`src/rtl/somador_serial_pkg.sv`:
```
// -----------------------------------------------------------------------------
// somador_serial_pkg
// Shared definitions for the bit-serial adder:
//   - N_PADRAO : default operand width
//   - estado_t : FSM state encoding (2'b11 is unused and recovers to OCIOSO)
// -----------------------------------------------------------------------------
`timescale 1ns/1ps
package somador_serial_pkg;

    localparam int N_PADRAO = 8;

    typedef enum logic [1:0] {
        OCIOSO  = 2'b00,
        SOMANDO = 2'b01,
        FIM     = 2'b10
    } estado_t;

endpackage

```
`src/rtl/somador_completo.sv`:
```
// -----------------------------------------------------------------------------
// somador_completo
// Combinational one-bit full adder built from two half adders and an OR gate.
// Ports:
//   i_a, i_b  : operand bits
//   i_cin     : carry in
//   o_s       : sum bit
//   o_cout    : carry out
// -----------------------------------------------------------------------------
`timescale 1ns/1ps
module somador_completo (
    input  logic i_a,
    input  logic i_b,
    input  logic i_cin,
    output logic o_s,
    output logic o_cout
);

    logic w_s1;
    logic w_c1;
    logic w_c2;

    // First half adder: operand bits
    assign w_s1 = i_a ^ i_b;
    assign w_c1 = i_a & i_b;

    // Second half adder: partial sum with incoming carry
    assign o_s  = w_s1 ^ i_cin;
    assign w_c2 = w_s1 & i_cin;

    // Either half adder may generate the carry
    assign o_cout = w_c1 | w_c2;

endmodule

```
`src/rtl/somador_serial.sv`:
```
// -----------------------------------------------------------------------------
// somador_serial
// Bit-serial adder: adds two N-bit operands LSB first, one bit per clock,
// through a single full-adder stage with a registered carry.
// Ports:
//   clk      : clock, all state updates on the rising edge
//   rst_n    : synchronous active-low reset
//   inicio   : start request (accepted in OCIOSO or FIM)
//   a, b     : operands, captured only on an accepting edge
//   soma     : registered (a+b) mod 2^N, holds until the next completion
//   cout     : registered carry-out of a+b
//   ocupado  : high while an addition is in progress (SOMANDO)
//   pronto   : one-cycle pulse when soma/cout are updated (FIM)
// -----------------------------------------------------------------------------
`timescale 1ns/1ps
module somador_serial
    import somador_serial_pkg::*;
#(
    parameter int N = N_PADRAO
) (
    input  logic         clk,
    input  logic         rst_n,
    input  logic         inicio,
    input  logic [N-1:0] a,
    input  logic [N-1:0] b,
    output logic [N-1:0] soma,
    output logic         cout,
    output logic         ocupado,
    output logic         pronto
);

    localparam int            CW       = $clog2(N);
    localparam logic [CW-1:0] CNT_ULT  = CW'(N - 1);
    localparam logic [CW-1:0] CNT_UM   = CW'(1);

    estado_t        r_estado;
    logic [N-1:0]   r_a;
    logic [N-1:0]   r_b;
    logic [N-1:0]   r_res;
    logic           r_carry;
    logic [CW-1:0]  r_cnt;
    logic [N-1:0]   r_soma;
    logic           r_cout;
    logic           r_ocupado;
    logic           r_pronto;

    logic           w_s;
    logic           w_c;
    logic [N-1:0]   w_res_prox;

    somador_completo u_fa (
        .i_a    (r_a[0]),
        .i_b    (r_b[0]),
        .i_cin  (r_carry),
        .o_s    (w_s),
        .o_cout (w_c)
    );

    // New sum bit enters at the MSB so after N shifts bit 0 is the first LSB
    assign w_res_prox = {w_s, r_res[N-1:1]};

    // FSM, datapath shifting and registered outputs
    always_ff @(posedge clk) begin
        if (!rst_n) begin
            r_estado  <= OCIOSO;
            r_a       <= '0;
            r_b       <= '0;
            r_res     <= '0;
            r_carry   <= 1'b0;
            r_cnt     <= '0;
            r_soma    <= '0;
            r_cout    <= 1'b0;
            r_ocupado <= 1'b0;
            r_pronto  <= 1'b0;
        end else begin
            case (r_estado)
                OCIOSO, FIM: begin
                    if (inicio) begin
                        r_a       <= a;
                        r_b       <= b;
                        r_res     <= '0;
                        r_carry   <= 1'b0;
                        r_cnt     <= '0;
                        r_estado  <= SOMANDO;
                        r_ocupado <= 1'b1;
                        r_pronto  <= 1'b0;
                    end else begin
                        r_estado  <= OCIOSO;
                        r_ocupado <= 1'b0;
                        r_pronto  <= 1'b0;
                    end
                end
                SOMANDO: begin
                    r_res   <= w_res_prox;
                    r_carry <= w_c;
                    r_a     <= {1'b0, r_a[N-1:1]};
                    r_b     <= {1'b0, r_b[N-1:1]};
                    r_cnt   <= r_cnt + CNT_UM;
                    if (r_cnt == CNT_ULT) begin
                        // Last bit: publish the completed result
                        r_soma    <= w_res_prox;
                        r_cout    <= w_c;
                        r_estado  <= FIM;
                        r_ocupado <= 1'b0;
                        r_pronto  <= 1'b1;
                    end else begin
                        r_estado  <= SOMANDO;
                        r_ocupado <= 1'b1;
                        r_pronto  <= 1'b0;
                    end
                end
                default: begin
                    // Unused encoding: fall back to idle without touching results
                    r_estado  <= OCIOSO;
                    r_carry   <= 1'b0;
                    r_cnt     <= '0;
                    r_ocupado <= 1'b0;
                    r_pronto  <= 1'b0;
                end
            endcase
        end
    end

    assign soma    = r_soma;
    assign cout    = r_cout;
    assign ocupado = r_ocupado;
    assign pronto  = r_pronto;

endmodule

```
`config.mk`:
```
export PLATFORM = sky130hd
export DESIGN_NAME = somador_serial
export DESIGN_NICKNAME = d
export VERILOG_FILES = /design/src/rtl/somador_serial_pkg.sv /design/src/rtl/somador_completo.sv /design/src/rtl/somador_serial.sv
export SDC_FILE = /design/constraint.sdc
export NUM_CORES = 1
export LEC_CHECK = 0
export BUFFER_PORTS_ARGS = -buffer_cell sky130_fd_sc_hd__buf_4
export CELL_PAD_IN_SITES_DETAIL_PLACEMENT = 0
export CELL_PAD_IN_SITES_GLOBAL_PLACEMENT = 1
export CORE_ASPECT_RATIO = 0.9
export CORE_MARGIN = 3
export CORE_UTILIZATION = 42
export CTS_CLUSTER_DIAMETER = 200
export CTS_CLUSTER_SIZE = 40
export DETAILED_ROUTE_END_ITERATION = 16
export PLACE_DENSITY_LB_ADDON = 0.1
export RECOVER_POWER = 50
export SKIP_LAST_GASP = 1
export SYNTH_ARGS = -nofsm -noshare
export SYNTH_HDL_FRONTEND = slang
export SYNTH_SLANG_ARGS = --single-unit
export TNS_END_PERCENT = 10
```
`constraint.sdc`:
```
create_clock -name clk -period 1.4 [get_ports clk]
set_input_delay 0 -clock clk [delete_from_list [all_inputs] [get_ports clk]]
set_output_delay 0 -clock clk [all_outputs]
set_load 0.1 [all_outputs]
```
# Word-level counts from Yosys, hierarchy flattened
# Cells that the tools add are included.
[word_totals]
input_bits = 19
out_inout_bits = 11
elab_cells = 43
register_bits = 41
[classes]
reduce_logical = 6
n_eq_ne = 4
n_mux = 17
addsub = 1
bitwise_logic = 5
[ops]
columns = ["cell", "count"]
rows = [
  ["one-hot mux 8 bit (2 select lines)", 3],
  ["2-to-1 mux 8 bit", 3],
  ["one-hot mux 3 bit (2 select lines)", 1],
  ["AND reduction 2 bit", 3],
  ["2-to-1 mux 1 bit", 5],
  ["one-hot mux 1 bit (2 select lines)", 2],
  ["one-hot mux 2 bit (2 select lines)", 1],
  ["adder 3 x 1 -> 3 bit, second input constant", 1],
  ["equality test 3 bit, second input constant", 1],
  ["2-to-1 mux 3 bit", 1],
  ["bitwise AND 1 bit", 2],
  ["equality test 2 x 1 -> 1 bit, second input constant", 1],
  ["equality test 2 bit, second input constant", 1],
  ["zero test 2 bit", 1],
  ["2-to-1 mux 2 bit", 1],
  ["!= test 2 bit, second input constant", 1],
  ["nonzero test 2 bit", 1],
  ["OR reduction 2 bit", 1],
  ["bitwise XOR 1 bit", 2],
  ["bitwise OR 1 bit", 1],
]

# Longest topological paths before layout
[depth]
word_depth = 4
depth_mapped = 6
ltp_nobuf = 5

# Hierarchy
# A second synthesis with hierarchy kept.
[hier_totals]
hier_cells = 190
hier_area_um2 = 1696.6
[modules_own_cells]
columns = ["mod", "cells_each", "seq_area_each_um2", "area_per_inst_um2", "n_inst"]
rows = [
  ["somador_serial", 189, 780.7, 1676.6, 1],
  ["somador_completo", 1, 0.0, 20.0, 1],
]

# Worst setup path after synthesis
# No wires, ideal clock.
[synth_timing]
path_kind = "reg2reg"
from = "register r_estado[0]"
to = "register r_a[0]"
arrival_time_ns = 1.754
setup_slack_ns = -0.473
required_ns = 1.281
n_path_buf = 3
setup_ns = 0.119
synth_period_minus_slack_ns = 1.873
path_stages_with_launch = 7
path_cell_list = "dfxtp_1 buf_6 nand2b_1 buf_4 buf_4 o221ai_1 nor2_1"
[synth_via]
elab_chain_cells = 4
elab_cells_between_ends = 8
classes_between = "eq/ne: 3; mux: 1; reduce/logical: 4"
[synth_lines]
columns = ["item", "line_no", "source"]
rows = [
  ["start: declaration", "somador_serial.sv:36", "estado_t r_estado;"],
  ["start signal: assignment", "somador_serial.sv:65", "r_estado <= OCIOSO;"],
  ["start signal: assignment", "somador_serial.sv:84", "r_estado <= SOMANDO;"],
  ["start signal: assignment", "somador_serial.sv:88", "r_estado <= OCIOSO;"],
  ["equality test 2 bit or zero test 2 bit (tied branches)", "somador_serial.sv:76", "case (r_estado)"],
  ["OR reduction 2 bit", "somador_serial.sv:76", ""],
  ["!= test 2 bit (no source line) or nonzero test 2 bit (tied branches)", "--", ""],
  ["AND reduction 2 bit (no source line)", "--", ""],
  ["end signal: assignment", "somador_serial.sv:96", "r_a <= {1'b0, r_a[N-1:1]};"],
  ["end: declaration", "somador_serial.sv:37", "logic [N-1:0] r_a;"],
]
# Parallel ways exist; a longest one is shown, timed or not.
# A chain may end at the register's enable or synchronous reset.

# Worst setup path in the final report
[layout_timing]
from = "register r_estado[1]"
to = "register r_b[0]"
[layout_via]
elab_chain_cells = 4
elab_cells_between_ends = 8
classes_between = "eq/ne: 3; mux: 1; reduce/logical: 4"
[layout_lines]
columns = ["item", "line_no", "source"]
rows = [
  ["equality test 2 bit or zero test 2 bit (tied branches)", "somador_serial.sv:76", ""],
  ["OR reduction 2 bit", "somador_serial.sv:76", ""],
  ["!= test 2 bit (no source line) or nonzero test 2 bit (tied branches)", "--", ""],
  ["AND reduction 2 bit (no source line)", "--", ""],
  ["end signal: assignment", "somador_serial.sv:97", "r_b <= {1'b0, r_b[N-1:1]};"],
  ["end: declaration", "somador_serial.sv:38", "logic [N-1:0] r_b;"],
]
# Parallel ways exist; a longest one is shown, timed or not.

==> run metrics <==
#FFs+latches synth=39; max-slew violations=0; Req. time, crit path=1570 ps; antenna cell count=0; area delta synth->final=17.1%; Layout Skew=just under 7 ps; leakage=0.797 nW; Tot Pwr=2.49 mW; minimum clock period=approximately 1300 ps; pwr/cell area=1190 mW/mm^2; Post-Synth Adder-Cell Area=under 10%; DR vias=1348; final cell count without fillers=250; fin crit share=93.6%; Post-synth ARST share=0%; crit path max-delay cell type=dfxtp_1; Initial Util=45.7%; post-synthesis simple-gate area fraction=27.5%; post-synthesis xor/xnor area fraction=0%; Antenna Nets Post-Route=0; layout cell share with drive strength beyond 1=a little over a third; top-area cell type share of the netlist area=43.6%; multiplexer area fraction after synthesis=0.559%; Max-slew headroom=64.1%; sequential area share after synthesis=43.6%; Port Buffers=29; min-delay worst type=in -> reg; global-route wire length before repair=6.11 mm; CTS resizes=0; Crit Path Max Fanout=17; crit-path max cell delay=360 ps; worst-path cell chain=nand2b_1 > clkbuf_2 > o221ai_1 > nor2_1; Peak VDD IR=a little under 0.7 mV; CTS Buf Count=5; Die Ht=67.9 um; clock slew at reported path FFs=80 ps; status=finished, final reports clean; Setup CP Type=reg -> reg; Remaining DRCs=0; crit path DAT=~1500 ps; Synth Instances=177; final wirelength=~3.7 mm; Warnings, synthesis=0; num rows=21; EDFF count, synth=0; RSZ-0062 raised after global routing=true; largest net degree at the start of global routing=40; Startpoint Class=flop; final setup TNS=0 ps; vias in the first global route=1312; top cells by area, synth=dfxtp_1 44%, nor3_2 7.8%, o221ai_1 6.8%; max-cap violation count=0; CTS tree=done; syn_nets=199; placed cell count=240; Die W=74.8 um; per-cell routed wire length=14.8 um; clock latency on the worst-skew pair=approximately 280 ps; final setup fails=0; area leader, netlist=dfxtp_1; postcts setup bufs=0; Clock Tree Buf Depth=2; H-Tree Level Count=2; Routability Congestion=0.683; I/O pins=30; clk root buf=clkbuf_8; fillcell total=363; main combinational cell family by area after synthesis=simple AND/OR/NAND/NOR gates; synthesized cell area=0.00179 sq mm; initial antenna violation count=0; Final nets=225; gr usage total=16.0%; final hold vios=0; die area=0.00508 sq mm; HPWL Detailed=2.47 mm; Slew @ Worst Pin=540 ps; Core Box Area=0.00392 sq mm; number of vias per cell=5.39; total gr overflow=0; worst hold slack=roughly 11 ps; synth unique cells=31; clock sinks=39; complex-gate fraction of the synthesized area=17.4%; ys flop type=dfxtp_1; Initial DRC Count=76; fmax=763 MHz; Syn Area/Cell=around 10 sq um; Setup WS pre-CTS=roughly 100 ps; CP Capture Type=flop; Initial DRT Pass Iterations=4; final worst slack=89.9 ps
path summary, 6_finish.rpt:
kind / cells after the start / slack (ps) / from / end
worst min-delay path: 3 / 10 / a[0] / r_a[0]
worst min register to register: 2 / 470 / soma[2] / soma[2]
worst max-delay path: 4 / 90 / r_estado[1] / r_b[0]
worst max register to register: 4 / 90 / r_estado[1] / r_b[0]
Yosys cell counts, types with 3 or more instances:
cell type,count
a21boi_1,7
buf_6,7
nor3_2,14
nand3_1,10
and2_1,3
buf_4,3
o221ai_1,14
nor2_1,15
a21boi_0,3
dfxtp_1,39
nand3_2,7
a21boi_2,7
buf_2,3
clkbuf_1,3
nand2_1,19
registers in the layout (all words and copies together), names as in the netlist:
register,cells
soma,8
cout,1
pronto,1
r_b,8
r_res,7
r_carry,1
r_estado,2
r_a,8
r_cnt,3
report_power, final:
group / internal [mW] / switching (mW) / total (mW)
clock: 0.577 / 0.380 / 0.956
sequential: 1.16 / 0.0437 / 1.21
combinational: 0.148 / 0.176 / 0.324
final cells by class:
cell class	instances	area [sq um]	share of cell area (%)
clock inverter	2	35.0	1.67
timing repair buffer	36	270	12.9
sequential	39	785	37.4
multi-input combinational	119	860	41.0
clock buffer	6	82.6	3.94
inverter	2	7.51	0.358
tap	46	57.6	2.74
worst max-delay path: cells and delay by family, from the launching register on:
kind | cells | cell delay [ps]
compound gates | 1 | 300
buf+inv | 1 | 280
flops | 1 | 360
simple gates | 2 | 250
repair_timing:
| action | in CTS | in global routing |
|---|---|---|
| endpoints found under the hold margin | 2 | 0 |
| setup endpoints to repair | 0 | 2 |
| hold buffers | 2 | 0 |
cells by family after synthesis:
| family | after synthesis |
|---|---|
| muxes | 1 |
| adders and majority gates | 3 |
| AOI/OAI and AO/OA | 36 |
| DFF | 39 |
| buffers and inverters | 19 |
| and+or+nand+nor | 79 |
metal layers:
| layer | track usage, % | up-vias | share of wire (%) |
|---|---|---|---|
| met2 | 24.5 | 30 | 44 |
| met3 | 3.67 | 5 | 4.5 |
| met1 | 21.5 | 640 | 50 |
| li1 | - | 673 | - |
| met5 | 0 | - | 0 |
| met4 | 6.67 | 0 | 1.4 |
placed cells by master, fill, tap and decap left out, types with 2 or more instances in the layout:
| cell | n |
|---|---|
| dfxtp_1 | 38 |
| buf_4 | 20 |
| nand2_1 | 19 |
| nor2_1 | 15 |
| o221ai_1 | 14 |
| nor3_2 | 14 |
| clkbuf_2 | 12 |
| nand3_1 | 10 |
| a21boi_0 | 8 |
| nand3_2 | 7 |
| a21boi_2 | 7 |
| clkbuf_8 | 6 |
| and2_1 | 3 |
| and2b_1 | 2 |
| inv_1 | 2 |
| o32ai_1 | 2 |
| nor2b_1 | 2 |
| and3_1 | 2 |
| a21boi_1 | 2 |
| nor3b_1 | 2 |
| ha_1 | 2 |
| dlygate4sd3_1 | 2 |
| buf_12 | 2 |
per-stage QoR:
step | utilization [%] | instance area (sq um)
floorplan | - | 1790
global placement | 50.8 | 1990
detailed placement | 50.8 | 1990
CTS | 54.3 | 2130
global route | 53.6 | 2100
finish | 53.6 | 2100
Power figures use the tool's default switching activity.
